`src/rtl/crossing_pkg.sv`:
```
// Shared constants for the pedestrian crossing-request front end.
// Latency: n/a (constants only).
// Backpressure: n/a.
package crossing_pkg;

    // Per-channel request FSM encoding
    localparam logic [1:0] ST_IDLE    = 2'b00;
    localparam logic [1:0] ST_PENDING = 2'b01;
    localparam logic [1:0] ST_HOLD    = 2'b10;

    // Channel indices into btn/ack/req/holdoff/press
    localparam logic CH_NS = 1'b0;
    localparam logic CH_WE = 1'b1;

    // Default build parameters
    localparam int DEF_DEBOUNCE_CYCLES = 16;
    localparam int DEF_HOLDOFF_S       = 3;
    localparam int DEF_CW              = 5;

endpackage

```
`src/rtl/crossing_request_if.sv`:
```
// Button/handshake bundle between the crossing front end and the light controller.
// Latency: n/a (wiring only).
// Backpressure: none; ack and tick are single-cycle pulses, req/holdoff are levels.
interface crossing_request_if;
    logic [1:0] btn;      // raw buttons, bit0=NS, bit1=WE
    logic       tick;     // 1 s pulse
    logic [1:0] ack;      // controller served channel i
    logic [1:0] req;      // latched request per channel
    logic       oldest;   // earlier pending channel, meaningful when req==2'b11
    logic [1:0] holdoff;  // channel is in post-ack hold-off
    logic [1:0] press;    // accepted debounced rising edge

    modport master (output btn, tick, ack, input req, oldest, holdoff, press);
    modport slave  (input btn, tick, ack, output req, oldest, holdoff, press);
endinterface

```
`src/rtl/crossing_request_btn_debounce.sv`:
```
// Two-flop synchroniser, consecutive-cycle debounce and rising-edge detect for one button.
// Latency: raw level -> stable after DEBOUNCE_CYCLES+2 edges; press_o one edge later.
// Backpressure: none; rise_o is combinational off registers so the FSM can act on the press edge.
module btn_debounce
    import crossing_pkg::*;
#(
    parameter int DEBOUNCE_CYCLES = DEF_DEBOUNCE_CYCLES,
    parameter int CW              = DEF_CW
) (
    input  logic CLK,
    input  logic Reset,
    input  logic btn_i,
    output logic rise_o,
    output logic press_o
);

    localparam logic [CW-1:0] CNT_MAX = CW'(DEBOUNCE_CYCLES - 1);

    logic          sync1_q, sync2_q;
    logic          stable_q, stable_d;
    logic          stable_dly_q;
    logic [CW-1:0] cnt_q, cnt_d;
    logic          press_q;

    // Accept a new level only after it has differed from stable for DEBOUNCE_CYCLES cycles in a row
    always_comb begin
        stable_d = stable_q;
        cnt_d    = '0;
        if (sync2_q != stable_q) begin
            if (cnt_q == CNT_MAX) begin
                stable_d = sync2_q;
            end else begin
                cnt_d = cnt_q + 1'b1;
            end
        end
    end

    assign rise_o  = stable_q & ~stable_dly_q;
    assign press_o = press_q;

    // Synchroniser, debounce state and registered edge pulse
    always_ff @(posedge CLK or negedge Reset) begin
        if (!Reset) begin
            sync1_q      <= 1'b0;
            sync2_q      <= 1'b0;
            stable_q     <= 1'b0;
            stable_dly_q <= 1'b0;
            cnt_q        <= '0;
            press_q      <= 1'b0;
        end else begin
            sync1_q      <= btn_i;
            sync2_q      <= sync1_q;
            stable_q     <= stable_d;
            stable_dly_q <= stable_q;
            cnt_q        <= cnt_d;
            press_q      <= rise_o;
        end
    end

endmodule

```
`src/rtl/crossing_request.sv`:
```
// Latches debounced pedestrian presses as requests, applies post-ack hold-off and tracks the oldest request.
// Latency: raw press -> req/press after DEBOUNCE_CYCLES+3 edges; ack -> req drop one edge later.
// Backpressure: none; presses arriving while PENDING or HOLD are dropped.
module crossing_request
    import crossing_pkg::*;
#(
    parameter int DEBOUNCE_CYCLES = DEF_DEBOUNCE_CYCLES,
    parameter int HOLDOFF_S       = DEF_HOLDOFF_S,
    parameter int CW              = DEF_CW
) (
    input  logic               CLK,
    input  logic               Reset,
    crossing_request_if.slave  bus
);

    localparam int HW = ($clog2(HOLDOFF_S + 1) > 0) ? $clog2(HOLDOFF_S + 1) : 1;
    localparam logic [HW-1:0] HOLD_LOAD = HW'(HOLDOFF_S);

    logic [1:0]    rise;
    logic [1:0]    press;
    logic [1:0]    state_q [2];
    logic [1:0]    state_d [2];
    logic [HW-1:0] hcnt_q  [2];
    logic [HW-1:0] hcnt_d  [2];
    logic [1:0]    pend_q, pend_d, hold_d;
    logic [1:0]    enter, leave;
    logic [1:0]    req_q, holdoff_q;
    logic          oldest_q, oldest_d;

    for (genvar g = 0; g < 2; g++) begin : g_ch
        btn_debounce #(
            .DEBOUNCE_CYCLES(DEBOUNCE_CYCLES),
            .CW             (CW)
        ) u_deb (
            .CLK    (CLK),
            .Reset  (Reset),
            .btn_i  (bus.btn[g]),
            .rise_o (rise[g]),
            .press_o(press[g])
        );
    end

    // Per-channel request FSM: IDLE -> PENDING on press, PENDING -> HOLD/IDLE on ack, HOLD counts ticks
    always_comb begin
        for (int i = 0; i < 2; i++) begin
            state_d[i] = state_q[i];
            hcnt_d[i]  = hcnt_q[i];
            case (state_q[i])
                ST_IDLE: begin
                    if (rise[i]) state_d[i] = ST_PENDING;
                end
                ST_PENDING: begin
                    if (bus.ack[i]) begin
                        if (HOLDOFF_S == 0) begin
                            state_d[i] = ST_IDLE;
                        end else begin
                            state_d[i] = ST_HOLD;
                            hcnt_d[i]  = HOLD_LOAD;
                        end
                    end
                end
                ST_HOLD: begin
                    if (bus.tick) begin
                        if (hcnt_q[i] == HW'(1)) state_d[i] = ST_IDLE;
                        else                     hcnt_d[i]  = hcnt_q[i] - 1'b1;
                    end
                end
                default: state_d[i] = ST_IDLE;
            endcase
            pend_q[i] = (state_q[i] == ST_PENDING);
            pend_d[i] = (state_d[i] == ST_PENDING);
            hold_d[i] = (state_d[i] == ST_HOLD);
        end
    end

    // Oldest pending channel: set on lone entry, NS on tie, hand over when the oldest is served
    always_comb begin
        enter    = pend_d & ~pend_q;
        leave    = pend_q & ~pend_d;
        oldest_d = oldest_q;
        if (enter == 2'b11) begin
            oldest_d = CH_NS;
        end else if (enter[CH_NS] && !pend_d[CH_WE]) begin
            oldest_d = CH_NS;
        end else if (enter[CH_WE] && !pend_d[CH_NS]) begin
            oldest_d = CH_WE;
        end else if (leave[oldest_q] && pend_d[~oldest_q]) begin
            oldest_d = ~oldest_q;
        end
    end

    // State, hold-off counters and registered outputs
    always_ff @(posedge CLK or negedge Reset) begin
        if (!Reset) begin
            for (int i = 0; i < 2; i++) begin
                state_q[i] <= ST_IDLE;
                hcnt_q[i]  <= '0;
            end
            req_q     <= '0;
            holdoff_q <= '0;
            oldest_q  <= CH_NS;
        end else begin
            for (int i = 0; i < 2; i++) begin
                state_q[i] <= state_d[i];
                hcnt_q[i]  <= hcnt_d[i];
            end
            req_q     <= pend_d;
            holdoff_q <= hold_d;
            oldest_q  <= oldest_d;
        end
    end

    assign bus.req     = req_q;
    assign bus.holdoff = holdoff_q;
    assign bus.oldest  = oldest_q;
    assign bus.press   = press;

endmodule
```
`src/flat_wrapper.sv`:
```
// flat-port wrapper written by rule: the top's interface ports become plain ports
module crossing_request_flat import crossing_pkg::*;
#(
    parameter int DEBOUNCE_CYCLES = DEF_DEBOUNCE_CYCLES,
    parameter int HOLDOFF_S       = DEF_HOLDOFF_S,
    parameter int CW              = DEF_CW
)
  (CLK, Reset, bus_btn, bus_tick, bus_ack, bus_req, bus_oldest, bus_holdoff, bus_press);
  crossing_request_if bus_i ();
  input  logic CLK;
  input  logic Reset;
  input wire logic [$bits(bus_i.btn)-1:0] bus_btn;
  input wire logic [$bits(bus_i.tick)-1:0] bus_tick;
  input wire logic [$bits(bus_i.ack)-1:0] bus_ack;
  output wire logic [$bits(bus_i.req)-1:0] bus_req;
  output wire logic [$bits(bus_i.oldest)-1:0] bus_oldest;
  output wire logic [$bits(bus_i.holdoff)-1:0] bus_holdoff;
  output wire logic [$bits(bus_i.press)-1:0] bus_press;
  assign bus_i.btn = bus_btn;
  assign bus_i.tick = bus_tick;
  assign bus_i.ack = bus_ack;
  assign bus_req = bus_i.req;
  assign bus_oldest = bus_i.oldest;
  assign bus_holdoff = bus_i.holdoff;
  assign bus_press = bus_i.press;
  crossing_request #(.DEBOUNCE_CYCLES(DEBOUNCE_CYCLES), .HOLDOFF_S(HOLDOFF_S), .CW(CW)) u_core (.CLK(CLK), .Reset(Reset), .bus(bus_i));
endmodule
```
`config.mk`:
```
export PLATFORM = sky130hd
export DESIGN_NAME = crossing_request_flat
export DESIGN_NICKNAME = d
export VERILOG_FILES = /design/src/rtl/crossing_pkg.sv /design/src/rtl/crossing_request_if.sv /design/src/rtl/crossing_request_btn_debounce.sv /design/src/rtl/crossing_request.sv /design/src/flat_wrapper.sv
export SDC_FILE = /design/constraint.sdc
export NUM_CORES = 1
export LEC_CHECK = 0
export ABC_AREA = 1
export CAP_MARGIN = 10
export CORE_ASPECT_RATIO = 1.4
export CORE_MARGIN = 4
export CORE_UTILIZATION = 55
export CTS_CLUSTER_DIAMETER = 80
export DETAILED_ROUTE_END_ITERATION = 8
export GPL_TIMING_DRIVEN = 0
export PLACE_DENSITY = 0.77
export SETUP_SLACK_MARGIN = 0.15
export SYNTH_ARGS = -nofsm -noshare
export SYNTH_HDL_FRONTEND = slang
export SYNTH_SLANG_ARGS = --single-unit
export TNS_END_PERCENT = 100
```
`constraint.sdc`:
```
create_clock -name CLK -period 1.6 [get_ports CLK]
set_clock_uncertainty 0.15 [all_clocks]
set_input_delay 0.16 -clock CLK [delete_from_list [all_inputs] [get_ports CLK]]
set_output_delay 0.16 -clock CLK [all_outputs]
set_load 0.02 [all_outputs]
```
==> results of run 1 <==
[layout by cell type, fill, tap and decap left out, drive strengths merged, types with 3 or more instances in the layout]
cell / instances
dfrtp: 33
nand2: 33
inv: 24
nor2: 18
nand3: 11
clkbuf: 9
clkdlybuf4s50: 6
a21oi: 4
ha: 4
dlygate4sd2: 4
o21ai: 4
buf: 3
[layer usage]
layer  up-vias  wire (um)
met1       428        898
met2        19       1075
met5         -          0
li1        488          -
met3         6        116
met4         0         59
[cells by family after synthesis]
logic type	Yosys count	share of synthesized area [%]
adders and majority gates	4	3.565
and+or+nand+nor	71	23.44
buffers and inverters	26	7.487
AOI/OAI and AO/OA	8	4.189
DFF	33	58.82
xor gates and xnor gates	4	2.496
[stage by stage]
stage                     hold WS (ps)  worst slack (ps)  setup TNS [ps]  area [um2]  total power (uW)
after floorplan                 -285.6             363.0               0        1404              1258
after global placement           183.0            -362.9          -11930        1577              1349
after detailed placement         185.5             217.4               0        1604              1386
after CTS                        99.94             150.9               0        1650              1835
after global routing             93.39             161.3               0        1649              1946
final                            88.94             238.5               0        1649              1810
[where the power goes]
part | switching [uW] | leakage [uW] | internal [uW]
clock | 251 | 0.0000314 | 207
sequential | 49.9 | 0.000426 | 906
combinational | 233 | 0.000403 | 163
[cells in the mapped netlist]
cell type / number
nand2b_1: 2
ha_1: 4
inv_1: 22
dfrtp_1: 33
xnor2_1: 2
nand3b_1: 1
nor3b_1: 2
nand3_1: 11
inv_2: 2
or2_1: 1
a21oi_1: 4
xor2_1: 2
nand2_2: 2
o21ai_0: 1
buf_4: 2
nand4_1: 1
o21ai_2: 2
nand2_1: 29
nor2_1: 16
nor3_1: 2
nor2_2: 2
nand2_4: 2
o21ai_4: 1
[path summary, 6_finish.rpt]
kind	startpoint	to	slack, ps	depth (start not counted)
min in group CLK	bus_btn[0]	u_core.g_ch[0].u_deb.sync1_q	110	1
worst min-delay path	Reset	u_core.g_ch[0].u_deb.sync2_q	90	1
max in group asynchronous	Reset	u_core.g_ch[1].u_deb.cnt_q[3]	680	2
worst max-delay path	u_core.bus.oldest	bus_oldest	240	1
worst min register to register	u_core.g_ch[0].u_deb.sync1_q	u_core.g_ch[0].u_deb.sync2_q	210	0
worst max register to register	u_core.g_ch[1].u_deb.cnt_q[0]	u_core.g_ch[1].u_deb.stable_q	290	6
[sequential cells by signal (all words and copies together) (netlist names)]
register                        count
u_core.g_ch.u_deb.cnt_q            10
u_core.hcnt_q                       4
u_core.g_ch.u_deb.stable_dly_q      2
u_core.g_ch.u_deb.stable_q          2
u_core.g_ch.u_deb.sync2_q           2
u_core.bus.oldest                   1
u_core.bus.req                      2
u_core.g_ch.u_deb.press_o           2
u_core.bus.holdoff                  2
u_core.g_ch.u_deb.sync1_q           2
u_core.state_q                      4
[final cells by class]
class                           count  area, um2  share of cell area (%)
Sequential cell                    33      825.8                   50.08
Timing Repair Buffer               14      142.6                   8.649
Buffer                              2      15.01                  0.9105
Multi-Input combinational cell     87      478.0                   28.98
Inverter                           24      90.09                   5.463
Tap cell                           34      42.54                   2.580
Clock buffer                        7      55.05                   3.338
==> results.toml, run 1 <==
[routing]
drt-pass1-iter-count = 4
vias_per_cell = 4.682
drt-initial-drc-count = 10
ant_nets = 0
wire_per_inst_um = 10.70
wl_mm = 2.150
post-route-drc-count = 0
via_count = 941

[clock_tree]
cts_root_buf = "clkbuf_4"
clk_path_buf_depth = 2
cts_tree = "built"
clkSinkCount = 33
numCtsBuffers = 5
insertion_delay_ps = 330
hold_buffers = 0
clk_pin_slew_worst_paths_ps = 90
postCtsSetupBuffers = 0
cts.repair.resized = 7
htreeDepth = 2

[worst_setup_path]
worstPathMaxFanout = 4
worstPathRequired_ps = 1290
path_delay_family = "flip-flops"
worst_setup_path_end_kind = "primary output"
slowest_delay_ps = 410
critPathBufInv = 1
slowest_stage = "dfrtp_1"
cp_cell_sequence = "clkdlybuf4s15_1"
cp.arrival_ps = 1050
critPathLaunchType = "flop"
crit_type = "flop to primary output"

[floorplan]
start_util_pct = 58.07
io_pins = 14
core_um2 = 2417
num_rows = 21
die_w_um = 50.70
dieArea_um2 = 3436
die_y_um = 67.78

[yosys]
syn_avg_cell_area_um2 = 9.615
yosysWarnings = 0
netlist.area_leader.share_pct = 58.82
synth_top_area_cell = "dfrtp_1"
synth_area_um2 = 1404
syn-instance-count = 146
ys_seq_area_share_pct = 58.82
syn-num-nets = 157
synth.distinct_cells = 23
ys_ff_latch = 33
yosys-top-cells-area = "dfrtp_1 59%, nand2_1 7.8%, inv_1 5.9%, nor2_1 4.3%, nand3_1 3.9%"

[grt]
grt_overflow = 0
groute.layer.met3.usage_pct = 6.843
grt_pass1_vias = 1021
met2_usage_pct = 29.41
grt_use_met1_pct = 17.15
grt_pass1_wl_mm = 4.167
grt_antenna_before_repair = 0
grt_usage_pct = 16.97
top_usage_layer = "met2"
grt_max_degree = 22

[placement]
io_buffers = 13
hpwl_mm = 1.609
gp_congestion = 0.7215
dp_cells = 194

[timing]
worst_pin_slew_ps = 682.5
timing.final.crit_share_pct = 85.09
max_freq_ghz = 0.7345
post-route-min-period_ps = 1361
rsz0062_at_grt = "false"
relSlewSlack_pct = 54.35
hold_viol = 0
finalSetupViolCount = 0
slew_viol_final = 0

[layout]
nFillCells = 198
fin_cells = 201
drive_gt1_share_pct = 14.37
final_nets = 178
diodes = 0
final_util_pct = 68.22
area_growth_pct = 17.47

[power_and_ir_drop]
peakVddDrop_mv = 0.6975
p_leak_uw = 0.0008604
powerDensity_nw_per_um2 = 1098

[worst_hold_path]
min_path_type = "primary input to async pin"

[flow_run]
drv_cap = 0

[status]
outcome = "finished, final reports clean"
Power figures use the tool's default switching activity.
==> run 2, diff against run 1 <==
Settings changed: CAP_MARGIN 10 to default, CTS_CLUSTER_DIAMETER 80 to 150.
==> results.toml, run 2 (synthesized netlist as in run 1, its figures left out) <==
[status]
outcome = "finished, final reports clean"

[clock_tree]
clkSinkCount = 33
cts_tree = "built"
hold_buffers = 0
clk_path_buf_depth = 2
insertion_delay_ps = 330
clk_pin_slew_worst_paths_ps = 90
numCtsBuffers = 5
htreeDepth = 2
cts_root_buf = "clkbuf_4"

[floorplan]
core_um2 = 2417
die_w_um = 50.70
dieArea_um2 = 3436
io_pins = 14
num_rows = 21
die_y_um = 67.78
start_util_pct = 58.07

[layout]
mostFrequentLayoutCells = "33 x dfrtp_1, 28 x nand2_1, 22 x inv_1"
final_nets = 178
fin_cells = 201
largest_reg_flops = 10
top_register = "u_core.g_ch.u_deb.cnt_q"
diodes = 0
area_growth_pct = 17.47
layout_commonest_cell = "dfrtp_1"
drive_gt1_share_pct = 14.37
fin_area_um2 = 1649
reg_top3 = "u_core.g_ch.u_deb.cnt_q (10), u_core.hcnt_q (4), u_core.state_q (4)"

[timing]
timing.final.crit_share_pct = 85.09
rsz0062_at_grt = "false"
relSlewSlack_pct = 54.35
post-route-min-period_ps = 1361
slew_viol_final = 0
max_freq_ghz = 0.7345
worst_pin_slew_ps = 682.5
fin_setup_tns_ps = 0
hold_slack_ps = 88.94
setup_ws_ps = 238.5
finalSetupViolCount = 0
hold_viol = 0

[worst_setup_path]
crit_type = "flop to primary output"
worstPathRequired_ps = 1290
cp_cell_sequence = "clkdlybuf4s15_1"
reg2reg_to = "u_core.g_ch[1].u_deb.stable_q"
slowest_stage = "dfrtp_1"
worst_setup_path_end_kind = "primary output"
r2r_cells = 6
cp.arrival_ps = 1050
slowest_delay_ps = 410
ff2ff_setup_slack_ps = 290
critPathBufInv = 1
worstPathMaxFanout = 4
r2r_start = "u_core.g_ch[1].u_deb.cnt_q[0]"
path_delay_family = "flip-flops"
critPathLaunchType = "flop"

[grt]
grt_use_met1_pct = 17.15
met2_usage_pct = 29.41
grt_max_degree = 22
groute.layer.met3.usage_pct = 6.843
grt_usage_pct = 16.97
grt_antenna_before_repair = 0
top_usage_layer = "met2"
grt_pass1_wl_mm = 4.167
grt_overflow = 0
grt_pass1_vias = 1021

[routing]
vias_per_cell = 4.682
post-route-drc-count = 0
wl_mm = 2.150
drt-pass1-iter-count = 4
ant_nets = 0
wire_per_inst_um = 10.70
drt-initial-drc-count = 10
via_count = 941

[power_and_ir_drop]
p_leak_uw = 0.0008604
powerDensity_nw_per_um2 = 1098
peakVddDrop_mv = 0.6975

[placement]
gp_congestion = 0.7215
hpwl_mm = 1.609
dp_cells = 194
io_buffers = 13
pre_cts_slack_ps = 217.4
place_area_um2 = 1604

[worst_hold_path]
min_path_type = "primary input to async pin"

[flow_run]
drv_cap = 0
-- run 2: worst max-delay path by stage --
stage	depth (start not counted)	from	slack, ps	end
2_1_floorplan	4	u_core.hcnt_q[0]	360	u_core.hcnt_q[1]
4_1_cts	2	u_core.g_ch[1].u_deb.press_o	150	bus_press[1]
5_1_grt	1	u_core.bus.oldest	160	bus_oldest
6_report	1	u_core.bus.oldest	240	bus_oldest
3_5_place_dp	5	bus_tick	220	u_core.hcnt_q[0]
3_3_place_gp	1	Reset	-360	u_core.hcnt_q[1]
-- run 2: stage by stage --
| step | util (%) | total power [uW] |
|---|---|---|
| 2_1_floorplan | - | 1258 |
| 3_3_place_gp | 65.22 | 1349 |
| 3_5_place_dp | 66.36 | 1386 |
| 4_1_cts | 68.27 | 1835 |
| 5_1_grt | 68.22 | 1946 |
| 6_report | 68.22 | 1810 |
-- run 2: worst reg2reg max path, delay by kind of cell (launching register included) --
family                   cells  cell delay [ps]
adder cells (fa/ha/maj)      1              180
flip-flops                   1              380
AND/OR/NAND/NOR              4              450
AO/OA/AOI/OAI                1               50
-- run 2: metal layers --
layer	wire length [um]	share of wire, %	vias up
met2	1075	50	19
met3	116	5.4	6
met5	0	0	-
met4	59	2.7	0
li1	-	-	488
met1	898	42	428
-- run 2: area by class of cell --
cell class                 instances  area [um2]
inverter                          24       90.09
sequential                        33       825.8
timing repair buffer              14       142.6
clock buffer                       7       55.05
buffer                             2       15.01
multi-input combinational         87       478.0
tap                               34       42.54
fill                             198       768.2
-- run 2: timing repair --
item,in CTS,in global routing
setup endpoints to repair,7,5
buffers inserted,0,0
gates resized for setup,7,7
pin swaps,0,0
-- run 2: power by group --
| group | switching, uW | internal (uW) |
|---|---|---|
| logic | 233 | 163 |
| clock network | 251 | 207 |
| registers | 49.9 | 906 |
| total | 534 | 1280 |
==> run 3, diff against run 2 <==
Settings changed: ABC_CLOCK_PERIOD_IN_PS from default to 1150, CORE_UTILIZATION 55 to 49, PLACE_DENSITY 0.77 to 0.73, RECOVER_POWER from default to 25.
Clock period 1.6 ns to 1.15 ns, I/O delays scaled along.
==> results.toml, run 3 (synthesized netlist as in run 1, its figures left out) <==
[placement]
gp_congestion = 0.7114
io_buffers = 13
pre_cts_slack_ps = -186.5
hpwl_mm = 1.707

[worst_setup_path]
cp.arrival_ps = 1380
reg2reg_to = "u_core.g_ch[1].u_deb.cnt_q[3]"
crit_end = "u_core.g_ch[1].u_deb.cnt_q[3]"
worst_setup_path_end_kind = "flop"
worstPathRequired_ps = 1220
startpoint = "u_core.g_ch[1].u_deb.cnt_q[1]"
r2r_cells = 6
crit_type = "flop to flop"
r2r_start = "u_core.g_ch[1].u_deb.cnt_q[1]"
critPathLaunchType = "flop"
worstPathMaxFanout = 4
ff2ff_setup_slack_ps = -160

[timing]
timing.final.crit_share_pct = 113.9
hold_viol = 33
rsz0062_at_grt = "true"
finalSetupViolCount = 21
fin_setup_tns_ps = -1849
max_freq_ghz = 0.7636
post-route-min-period_ps = 1310
slew_viol_final = 0
worst_pin_slew_ps = 805.3
setup_ws_ps = -159.6
hold_slack_ps = -313.1
relSlewSlack_pct = 46.31

[power_and_ir_drop]
p_leak_uw = 0.0009958
powerDensity_nw_per_um2 = 1402
peakVddDrop_mv = 1.241

[layout]
nFillCells = 192
layout_commonest_cell = "dfrtp_1"
seq_area_um2 = 828.3
final_nets = 197
diodes = 0
drive_gt1_share_pct = 46.77
top_register = "u_core.g_ch.u_deb.cnt_q"
reg_top3 = "u_core.g_ch.u_deb.cnt_q (10), u_core.hcnt_q (4), u_core.state_q (4)"
largest_reg_flops = 10
mostFrequentLayoutCells = "31 x dfrtp_1, 19 x nand2_1, 17 x inv_1"
multi_input_area_um2 = 661.9
area_growth_pct = 43.40

[routing]
post-route-drc-count = 0
ant_nets = 0
via_count = 1095
vias_per_cell = 4.932
drt-pass1-iter-count = 4
wl_mm = 3.122
wire_per_inst_um = 14.06
drt-initial-drc-count = 15

[flow_run]
drv_cap = 0

[grt]
grt_overflow = 0
grt_pass1_wl_mm = 4.885
grt_pass1_vias = 1163
grt_max_degree = 34
grt_antenna_before_repair = 0
grt_usage_pct = 18.27

[floorplan]
dieArea_um2 = 3797
die_w_um = 53.24
num_rows = 22
die_y_um = 71.33
core_um2 = 2698
start_util_pct = 52.04
io_pins = 14

[clock_tree]
cts_tree = "built"
insertion_delay_ps = 350
clk_path_buf_depth = 2
numCtsBuffers = 5
clk_pin_slew_worst_paths_ps = 100
htreeDepth = 2
clkSinkCount = 33
cts_root_buf = "clkbuf_4"

[status]
violations = "hold timing, setup timing"
outcome = "finished, violations left"

[worst_hold_path]
min_path_type = "primary input to async pin"
## run 3: changes by cell type in the layout (fill, tap and decap cells not counted), moves of 4 or more
cell           previous run  this run
nand2_2                   3         8
nor2_1                   15         8
nand2_1                  28        19
buf_4                     2        13
inv_2                     2         7
nand2_4                   2         6
nor2_4                    0         4
buf_6                     0        16
dlygate4sd2_1             4         0
inv_1                    22        17
## run 3: area by class of cell
| cell class | instances | area share, % |
|---|---|---|
| Buffer | 2 | 1.119 |
| Clock buffer | 7 | 2.735 |
| Sequential cell | 33 | 41.14 |
| Timing Repair Buffer | 33 | 15.41 |
| Multi-Input combinational cell | 87 | 32.88 |
| Inverter | 24 | 4.475 |
| Tap cell | 36 | 2.237 |
## run 3: power breakdown
group          internal [uW]  leakage (uW)  switching (uW)  total [uW]
Sequential              1260      0.000423            81.1        1350
Combinational            387      0.000541             423         810
Clock                    288     0.0000314             379         667
## run 3: repair_timing
action,CTS,global route
pin swaps,9,13
buffers inserted,11,9
setup endpoints to repair,32,32
endpoints found under the hold margin,33,33
gates resized for setup,70,24
## run 3: metal layers
metal | routed length [um] | global-route usage, %
met1 | 1091 | 17.73
met2 | 1786 | 31.38
met3 | 143 | 6.861
met4 | 100 | 11.08
met5 | 0 | 0
## run 3: through the flow
| step | std cells | total power, uW | util (%) | cell area [um2] | hold WS, ps |
|---|---|---|---|---|---|
| 2_1_floorplan | 146 | 1776 | - | 1441 | -330.6 |
| 3_3_place_gp | 195 | 1910 | 59.93 | 1617 | 182.3 |
| 3_5_place_dp | 195 | 1948 | 59.74 | 1612 | 57.43 |
| 4_1_cts | 213 | 2757 | 68.41 | 1846 | -322.4 |
| 5_1_grt | 222 | 2973 | 74.63 | 2013 | -253.9 |
| 6_report | 222 | 2823 | 74.63 | 2013 | -313.1 |
## run 3: worst max-delay path, stage by stage, from the launching register on
cell and delay (ps):
dfrtp_1 420, ha_4 180, nand2_4 60, nor2_4 160, nand2_4 90, nand2b_4 90
nor2_2 40
## run 3: how the worst min path moves through the flow
stage                                  from                       endpoint  slack (ps)
6_report                              Reset  u_core.g_ch[0].u_deb.cnt_q[2]        -310
5_1_grt                               Reset  u_core.g_ch[0].u_deb.cnt_q[3]        -250
4_1_cts                               Reset               u_core.hcnt_q[2]        -320
3_5_place_dp                          Reset  u_core.g_ch[0].u_deb.cnt_q[3]          60
3_3_place_gp   u_core.g_ch[1].u_deb.sync1_q   u_core.g_ch[1].u_deb.sync2_q         180
2_1_floorplan                         Reset          u_core.bus.holdoff[0]        -330
